File: config.mk
export PLATFORM = sky130hd
export DESIGN_NAME = bscan_readback_buffer
export DESIGN_NICKNAME = d
export VERILOG_FILES = /design/src/rtl/bscant_pkg.sv /design/src/rtl/sync_fifo_core.sv /design/src/rtl/bscan_readback_buffer.sv
export SDC_FILE = /design/constraint.sdc
export NUM_CORES = 1
export LEC_CHECK = 0
export CORE_ASPECT_RATIO = 0.9
export CORE_MARGIN = 2
export CORE_UTILIZATION = 52
export DETAILED_ROUTE_END_ITERATION = 10
export PLACE_DENSITY = 0.84
export SYNTH_ARGS = -nofsm -noshare
export SYNTH_HDL_FRONTEND = slang
export SYNTH_SLANG_ARGS = --single-unit
File: constraint.sdc
create_clock -name CLK -period 4.4 [get_ports CLK]
set_input_delay 0.66 -clock CLK [delete_from_list [all_inputs] [get_ports CLK]]
set_output_delay 0.66 -clock CLK [all_outputs]
set_load 0.005 [all_outputs]
File: src/rtl/bscant_pkg.sv
// Shared constants and host-visible status layout for the Bscan
// readback path.
package bscant_pkg;

  localparam int BSCAN_WIDTH = 32;
  localparam int BSCAN_DEPTH = 8;
  localparam int BSCAN_CNT_W = 8;
  localparam int BSCAN_LVL_W = $clog2(BSCAN_DEPTH) + 1;

  typedef struct packed {
    logic                   overflow;
    logic [BSCAN_CNT_W-1:0] dropCount;
    logic [BSCAN_LVL_W-1:0] level;
  } bscanStatus_t;

  function automatic bscanStatus_t packStatus(
    input logic                   ovf,
    input logic [BSCAN_CNT_W-1:0] cnt,
    input logic [BSCAN_LVL_W-1:0] lvl
  );
    packStatus = '{overflow: ovf, dropCount: cnt, level: lvl};
  endfunction

endpackage

File: src/rtl/sync_fifo_core.sv
// Synchronous FIFO core: wrap-bit pointers, unreset storage,
// combinational head read.
module sync_fifo_core
  import bscant_pkg::*;
#(
  parameter int WIDTH = BSCAN_WIDTH,
  parameter int DEPTH = BSCAN_DEPTH
) (
  input  logic                     CLK,
  input  logic                     nRST,
  input  logic                     push,
  input  logic                     pop,
  input  logic                     flush,
  input  logic [WIDTH-1:0]         wrData,
  output logic                     full,
  output logic                     empty,
  output logic [$clog2(DEPTH):0]   level,
  output logic [WIDTH-1:0]         head
);

  localparam int AW = $clog2(DEPTH);

  logic [WIDTH-1:0] mem [DEPTH];
  logic [AW:0]      wrPtr;
  logic [AW:0]      rdPtr;

  assign empty = (wrPtr == rdPtr);
  assign full  = (wrPtr[AW-1:0] == rdPtr[AW-1:0])
              && (wrPtr[AW] != rdPtr[AW]);
  assign level = wrPtr - rdPtr;
  assign head  = mem[rdPtr[AW-1:0]];

  always_ff @(posedge CLK or negedge nRST) begin
    if (!nRST) begin
      wrPtr <= '0;
      rdPtr <= '0;
    end else if (flush) begin
      wrPtr <= '0;
      rdPtr <= '0;
    end else begin
      if (push) wrPtr <= wrPtr + 1'b1;
      if (pop)  rdPtr <= rdPtr + 1'b1;
    end
  end

  // Storage carries no reset; only pointers define validity.
  always_ff @(posedge CLK) begin
    if (push && !flush) mem[wrPtr[AW-1:0]] <= wrData;
  end

endmodule

File: src/rtl/bscan_readback_buffer.sv
// Elastic buffer from the unstallable Bscan readback pipe to the
// host indication pipe, with drop accounting.
module bscan_readback_buffer
  import bscant_pkg::*;
#(
  parameter int WIDTH = BSCAN_WIDTH,
  parameter int DEPTH = BSCAN_DEPTH,
  parameter int CNT_W = BSCAN_CNT_W
) (
  input  logic                   CLK,
  input  logic                   nRST,
  input  logic                   in_enq__ENA,
  input  logic [WIDTH-1:0]       in_enq_v,
  output logic                   in_enq__RDY,
  output logic                   out_enq__ENA,
  output logic [WIDTH-1:0]       out_enq_v,
  input  logic                   out_enq__RDY,
  input  logic                   flush,
  output logic [$clog2(DEPTH):0] level,
  output logic                   overflow,
  output logic [CNT_W-1:0]       drop_count
);

  logic full;
  logic empty;
  logic push;
  logic pop;
  logic drop;
  logic [CNT_W-1:0] dropCnt;
  logic ovf;

  assign pop  = !empty && out_enq__RDY;
  assign push = in_enq__ENA && (!full || pop);
  assign drop = in_enq__ENA && full && !pop;

  sync_fifo_core #(
    .WIDTH (WIDTH),
    .DEPTH (DEPTH)
  ) uCore (
    .CLK    (CLK),
    .nRST   (nRST),
    .push   (push),
    .pop    (pop),
    .flush  (flush),
    .wrData (in_enq_v),
    .full   (full),
    .empty  (empty),
    .level  (level),
    .head   (out_enq_v)
  );

  // Drops during a flush cycle are not counted.
  always_ff @(posedge CLK or negedge nRST) begin
    if (!nRST) begin
      ovf     <= 1'b0;
      dropCnt <= '0;
    end else if (flush) begin
      ovf     <= 1'b0;
      dropCnt <= '0;
    end else if (drop) begin
      ovf <= 1'b1;
      if (dropCnt != '1) dropCnt <= dropCnt + 1'b1;
    end
  end

  assign out_enq__ENA = !empty;
  assign in_enq__RDY  = !full;
  assign overflow     = ovf;
  assign drop_count   = dropCnt;

endmodule

Word-level counts from Yosys, hierarchy flattened:

Memory sizes are Yosys's and may differ from the RTL's.
Cells that the tools add are included.
W data, S select, Z words.

* bits in writable memories: 256
* output and inout port bits: 47
* word-level logic and storage cells: 40
* register bits after elaboration: 17
* memories: 1

* mux-type cells: 11
* reductions and logical operators: 16
* equal/unequal tests: 4
* add/subtract/negate cells: 4

Memories
* uCore.mem: depth 8, bits a word 32, read ports 1, clocked after Yosys merged registers in 0, wr ports 1, line sync_fifo_core.sv:23 `logic [WIDTH-1:0] mem [DEPTH];`

Operators with widths (number)
* $mux W8: 3
* $mux W4: 4
* $add A4 B1 Y4 const B: 2
* $add A8 B1 Y8 const B: 1
* $ne A8 B8 Y1 const B: 1
* $reduce_bool A2 Y1: 4
* $logic_and A1 B1 Y1: 6
* $eq A4 B4 Y1: 1
* $logic_not A1 Y1: 4
* $mux W1: 4
* $sub A4 B4 Y4: 1
* $eq A3 B3 Y1: 1
* $reduce_and A2 Y1: 1
* $logic_or A1 B1 Y1: 1
* $ne A1 B1 Y1: 1

Depth between registers and ports, before layout:

Gate-level depths: netlist (run 1).

* word-level depth: 8
* mapped depth: 9
* depth with buffers taken out: 6

Cells and area by module:

Synthesis (run 1) repeated with hierarchy kept, for this count alone.

* cells, all modules: 557
* area, all modules: 10690.3 µm²

Modules (own cells, without submodules)
* sync_fifo_core: times used 1, cells each 501, area an instance 10177.3 µm²
* bscan_readback_buffer: times used 1, cells each 56, area an instance 513.0 µm²

Worst setup path before layout (run 1):

Ideal clock, no wire load.

* path type: reg-to-reg
* from: register uCore.rdPtr[1]
* to: memory uCore.mem[1][0] (netlist name), enable pin
* arrival: 4.336 ns
* library setup time: 0.461 ns
* stages on the path, launching flop included: 9
* clock period less this slack: 4.797 ns
* slack: -0.397 ns
* path through: dfrtp_1 -> buf_1 -> clkbuf_1 -> inv_1 -> ha_1 -> nand3_1 -> o31ai_2 -> or3_1 -> nor3_1

* cells in the longest elaborated chain, start to end: 8

Ends and longest elaborated chain
* start, declared: line sync_fifo_core.sv:25 `logic [AW:0] rdPtr;`
* start signal, assigned: line sync_fifo_core.sv:42 `if (pop) rdPtr <= rdPtr + 1'b1;`
* $eq A4 B4 Y1 or $eq A3 B3 Y1 (tied branches): line sync_fifo_core.sv:27, sync_fifo_core.sv:28
* $logic_not A1 Y1 or $logic_and A1 B1 Y1 (tied branches): line bscan_readback_buffer.sv:32, sync_fifo_core.sv:29
* $logic_and A1 B1 Y1 or $logic_not A1 Y1 (tied branches): line bscan_readback_buffer.sv:32, bscan_readback_buffer.sv:33
* $logic_or A1 B1 Y1 (*): line bscan_readback_buffer.sv:33 `assign push = in_enq__ENA && (!full || pop);`
* $logic_and A1 B1 Y1 (*): line bscan_readback_buffer.sv:33
* $logic_and A1 B1 Y1 (*): line sync_fifo_core.sv:48 `if (push && !flush) mem[wrPtr[AW-1:0]] <= wrData;`
* $mux W1 (*): line sync_fifo_core.sv:48
* $mux W1 (not written as such) (*): line sync_fifo_core.sv:48
* end, declared: line sync_fifo_core.sv:23

Mark *: on every way between the ends. The rest lies on a longest branch, timed or not.

Final worst setup path (run 1):

* from: register uCore.rdPtr[0]
* to: output out_enq_v[23]

* cells in the longest elaborated chain, start to end: 1

Ends and longest elaborated chain
* $mem_v2 Z8 W32
* end, declared: line bscan_readback_buffer.sv:16 `output logic [WIDTH-1:0] out_enq_v,`

No other way between the ends.

==> results of run 1 <==
[worst max-delay path, stage by stage (launching register included)]
cell	delay (ns)
dfrtp_4	0.58
buf_4	0.46
mux4_2	0.59
nand2_1	0.10
nand2_1	0.10
clkdlybuf4s50_1	0.47
[final cells by class]
type	instances	area, µm²
multi-input cells	251	2500
repair buffers	99	1040
fillers	1317	7240
clock buffers	33	698
flip-flops and latches	273	8120
inverters	10	37.5
well taps	255	319
clock inverters	14	93.8
[synth_stat cells (all sizes together) (3+ instances only)]
library cell    n  area [µm²]
a21oi           7        35.0
and3            5        31.3
buf            12        55.1
clkbuf         14        52.6
dfrtp          17         425
edfxtp        256        7690
ha              6        75.1
inv             9        33.8
mux4           64        1440
nand2         103         387
nand3           5        25.0
nor2           14        52.6
nor2b           3        18.8
nor3            3        15.0
o21ai           4        20.0
o31ai           4        35.0
or3             4        25.0
or4             4        30.0
xnor2           5        43.8
xor2            4        42.6
[state kept, by name (all words and copies together) (netlist names)]
| register | count |
|---|---|
| uCore.mem | 256 |
| drop_count | 8 |
| uCore.rdPtr | 4 |
| uCore.wrPtr | 4 |
| overflow | 1 |
[stage by stage]
step	setup slack (ns)	total power [mW]	std cells
4_1_cts	0.823	5.90	935
6_report	0.904	5.85	935
5_1_grt	0.731	6.05	935
2_1_floorplan	0.460	3.47	560
3_5_place_dp	1.37	3.84	888
3_3_place_gp	1.47	3.83	888
[per-layer routing]
metal / vias to the layer above / routed length (µm)
met3: 30 / 1390
met2: 218 / 11100
met1: 2796 / 8330
li1: 2409 / -
met5: - / 13
met4: 2 / 407
[cells by family after synthesis]
group / Yosys count / share of synthesized area
DFF: 273 / 0.759
and+or+nand+nor: 146 / 0.0590
muxes: 67 / 0.138
buffers and inverters: 36 / 0.0136
AOI/OAI and AO/OA: 22 / 0.0137
xor gates and xnor gates: 9 / 0.00808
adders and majority gates: 7 / 0.00890
[worst min path at each step]
stage                     startpoint            end  cells after the start
after floorplan                 nRST  drop_count[0]                      0
after global placement      overflow       overflow                      2
after detailed placement    overflow       overflow                      2
after CTS                   overflow       overflow                      2
after global routing        overflow       overflow                      2
final                       overflow       overflow                      2
[power by group through the flow]
stage	combinational [mW]	sequential (mW)	clock [mW]
after floorplan	0.521	2.95	0
after global routing	0.934	2.92	2.19
after global placement	0.859	2.97	0
final	0.865	2.92	2.07
after detailed placement	0.874	2.97	0
after CTS	0.882	2.92	2.10
==> flow_summary.ini, run 1 <==
[outcome]
status = completed

[power]
p_clk_frac = 0.354
leakagePower_nw = 4.21
p_int_mw = 4.56
ir_drop_v = 0.000341
p_seq_frac = 0.498
p_sw_frac = 0.221
power_density_nw_per_um2 = 457
combPwrFrac = 0.148
p_switching_mw = 1.30

[setup_path]
worstReg2RegEnd = uCore.mem[4][26]
crit_end = out_enq_v[23]
required_ns = 3.74
r2r-start = uCore.rdPtr[0]
rr_worst_depth = 6
cp-start-kind = flop
startpoint = uCore.rdPtr[0]
timing.reg2reg.setup_slack_ns = 1.50
path_class = flop to output port
endpoint_kind = output port
arrival_ns = 2.84
cp_max_fo = 22

[grt]
grt-busiest-layer = met2
grt_pass1_vias = 5664
grt_util_met3 = 0.0362
grtUsageMet1 = 0.265
antenna_found_initial = 1
grt_max_degree = 69
grt.total_usage = 0.199
grt_first_pass_wirelength_um = 32700
overflow = 0
grt_use_met2 = 0.345

[die]
dieArea_um2 = 21700
die_w_um = 155
core_area_um2 = 20000
io_pins = 84
die_h_um = 140
start_util = 0.533
core.rowCount = 49

[clocking]
root_buffer = clkbuf_16
ctsHoldBuffers = 0
cts_inserted_buffers = 26
clockBufferDepth = 3
h-tree-depth = 1
cts_tree = done
clkLatencyLatePin_ns = 0.52
clk_pin_slew_worst_paths_ns = 0.06
cts_resized = 0
post_cts_buffers = 0
cts.sinks = 273

[sta]
period_needed_ns = 3.50
setup_tns_ns = 0
hold_violations = 0
skew_ns = 0.00972
drv_slew = 0
slew-limit-headroom = 0.357
setup_viol = 0
tightest_slew_ns = 0.964
fin_crit_sh = 0.794
rsz0062_at_grt = no
whs_ns = 0.530
fmax_mhz = 286

[hold_path]
hp-class = flop to flop

[layout]
syn_to_final_growth_pct = 19.8
stdcell_area_um2 = 12800
drive_gt1_frac = 0.190
final_cell_mix = 256 x edfxtp_1, 103 x nand2_1, 83 x clkdlybuf4s50_1
finish.utilization = 0.639
antennaDiodeCount = 0
fin_nets = 705
final_common_cell = edfxtp_1

[logic_synthesis]
syn_inst = 560
async_reset_ff_frac = 0.0623
synth_fp_nets = 604
yosysSeqAreaShare = 0.759
avgSynthCellArea_um2 = 19.1
synth_seq_cells = 273
synth.distinct_cells = 37
ys_warn_count = 0
synth-edff-count = 256
synthesis.area_um2 = 10700
synth_flop_cell = edfxtp_1

[routing]
routedWlPerCell_um = 22.7
num_vias = 5455
routed_via_density = 5.83
drc = 0
wirelength_um = 21200
drt_first_pass_iters = 4
drt-initial-drc-count = 404
postRouteAntennaNets = 0

[placed_design]
placed_area_um2 = 12000
hpwl_um = 12300
port_buffers = 83
gp_congestion = 0.746

[flow_run]
maxCapViolations = 0
No activity file was read; power rests on OpenSTA's default activity.
==> run 2: changes to the inputs <==
- CORE_UTILIZATION: 52 -> 58
- PLACE_DENSITY: 0.84 -> 0.88
- clock period: 4.4 -> 3.61 ns (I/O delays scaled with it)
==> run 2 against run 1 <==
Final cell count is 1.2% lower. Setup slack got worse by 0.62 ns. Non-clock buffer count grew 4. Wire length up 3.8%.
==> flow_summary.ini, run 2 (synthesis results as in run 1) <==
[outcome]
status = completed

[die]
die_h_um = 133
io_pins = 84
core_area_um2 = 18200
core.rowCount = 47
die_w_um = 147
dieArea_um2 = 19500
start_util = 0.586

[flow_run]
maxCapViolations = 0

[setup_path]
arrival_ns = 2.79
cp-start-kind = flop
path_class = flop to output port
cp_max_fo = 68
required_ns = 3.07
endpoint_kind = output port

[grt]
antenna_found_initial = 0
grt_use_met2 = 0.412
grt_max_degree = 69
grt-busiest-layer = met2
grt_util_met3 = 0.0331
grtUsageMet1 = 0.312
overflow = 0
grt.total_usage = 0.234
grt_pass1_vias = 5958
grt_first_pass_wirelength_um = 34500

[layout]
syn_to_final_growth_pct = 19.2
fin_nets = 710
drive_gt1_frac = 0.189
largest_reg_flops = 256
antennaDiodeCount = 0
stdcell_area_um2 = 12700
final_cell_mix = 256 x edfxtp_1, 103 x nand2_1, 83 x clkdlybuf4s50_1
final_common_cell = edfxtp_1

[sta]
drv_slew = 0
fin_crit_sh = 0.922
setup_tns_ns = 0
whs_ns = 0.502
period_needed_ns = 3.33
hold_violations = 0
fmax_mhz = 300
slew-limit-headroom = 0.352
worst_slack_ns = 0.282
rsz0062_at_grt = no
skew_ns = 0.0176
setup_viol = 0
tightest_slew_ns = 0.971

[placed_design]
gp_congestion = 0.800
placed_area_um2 = 12000
hpwl_um = 12500
port_buffers = 83
pre_cts_slack_ns = 0.584

[clocking]
cts_inserted_buffers = 27
cts.sinks = 273
post_cts_buffers = 0
clockBufferDepth = 3
cts_resized = 0
ctsHoldBuffers = 0
root_buffer = clkbuf_16
h-tree-depth = 1
clk_pin_slew_worst_paths_ns = 0.06
clkLatencyLatePin_ns = 0.51
cts_tree = done

[hold_path]
hp-class = input port to async pin

[routing]
drt_first_pass_iters = 5
drt-initial-drc-count = 545
drc = 0
wirelength_um = 22100
routed_via_density = 6.01
postRouteAntennaNets = 0
num_vias = 5549
routedWlPerCell_um = 23.9

[power]
power_mw = 7.08
ir_drop_v = 0.000491
power_density_nw_per_um2 = 556
leakagePower_nw = 4.21
p_clk_frac = 0.349
p_int_mw = 5.54
p_switching_mw = 1.54
combPwrFrac = 0.151
p_seq_frac = 0.500
p_sw_frac = 0.218
## run 2: path summary, 6_finish.rpt
check | startpoint | end | slack, ns | cells past startpoint
min in group CLK | overflow | overflow | 0.51 | 2
worst max register to register | uCore.wrPtr[2] | uCore.mem[1][22] | 0.64 | 7
worst min-delay path | nRST | overflow | 0.50 | 1
max in group asynchronous | nRST | uCore.rdPtr[0] | 2.51 | 1
worst min register to register | overflow | overflow | 0.51 | 2
worst max-delay path | uCore.rdPtr[1] | out_enq_v[19] | 0.28 | 5
## run 2: cell type report
type / instances / area, µm²
fillers: 1093 / 5490
clock buffers: 34 / 702
inverters: 10 / 37.5
multi-input cells: 251 / 2500
clock inverters: 8 / 58.8
flip-flops and latches: 273 / 8120
repair buffers: 103 / 1020
well taps: 245 / 307
## run 2: through the flow
| stage | instances | utilization |
|---|---|---|
| 3_5_place_dp | 882 | 0.657 |
| 4_1_cts | 924 | 0.699 |
| 2_1_floorplan | 560 | - |
| 3_3_place_gp | 882 | 0.657 |
| 5_1_grt | 924 | 0.699 |
| 6_report | 924 | 0.699 |
## run 2: critical path, cell delays in order (launching register included)
cell             delay, ns
dfrtp_2               0.35
buf_4                 0.74
mux4_2                0.39
nand2_1               0.08
nand2_1               0.15
clkdlybuf4s50_1       0.52
## run 2: power by group through the flow
stage                     registers (mW)  logic (mW)  clock network (mW)
after floorplan                     3.60       0.635                   0
after global placement              3.60        1.05                   0
after detailed placement            3.60        1.07                   0
after CTS                           3.54        1.09                2.52
after global routing                3.54        1.16                2.62
final                               3.54        1.07                2.47
## run 2: routing by layer
metal	vias up	wire length, µm	part of all wire
met3	42	1430	0.065
met5	-	0	0
met1	2844	8330	0.38
met2	253	11800	0.53
met4	0	505	0.023
li1	2410	-	-
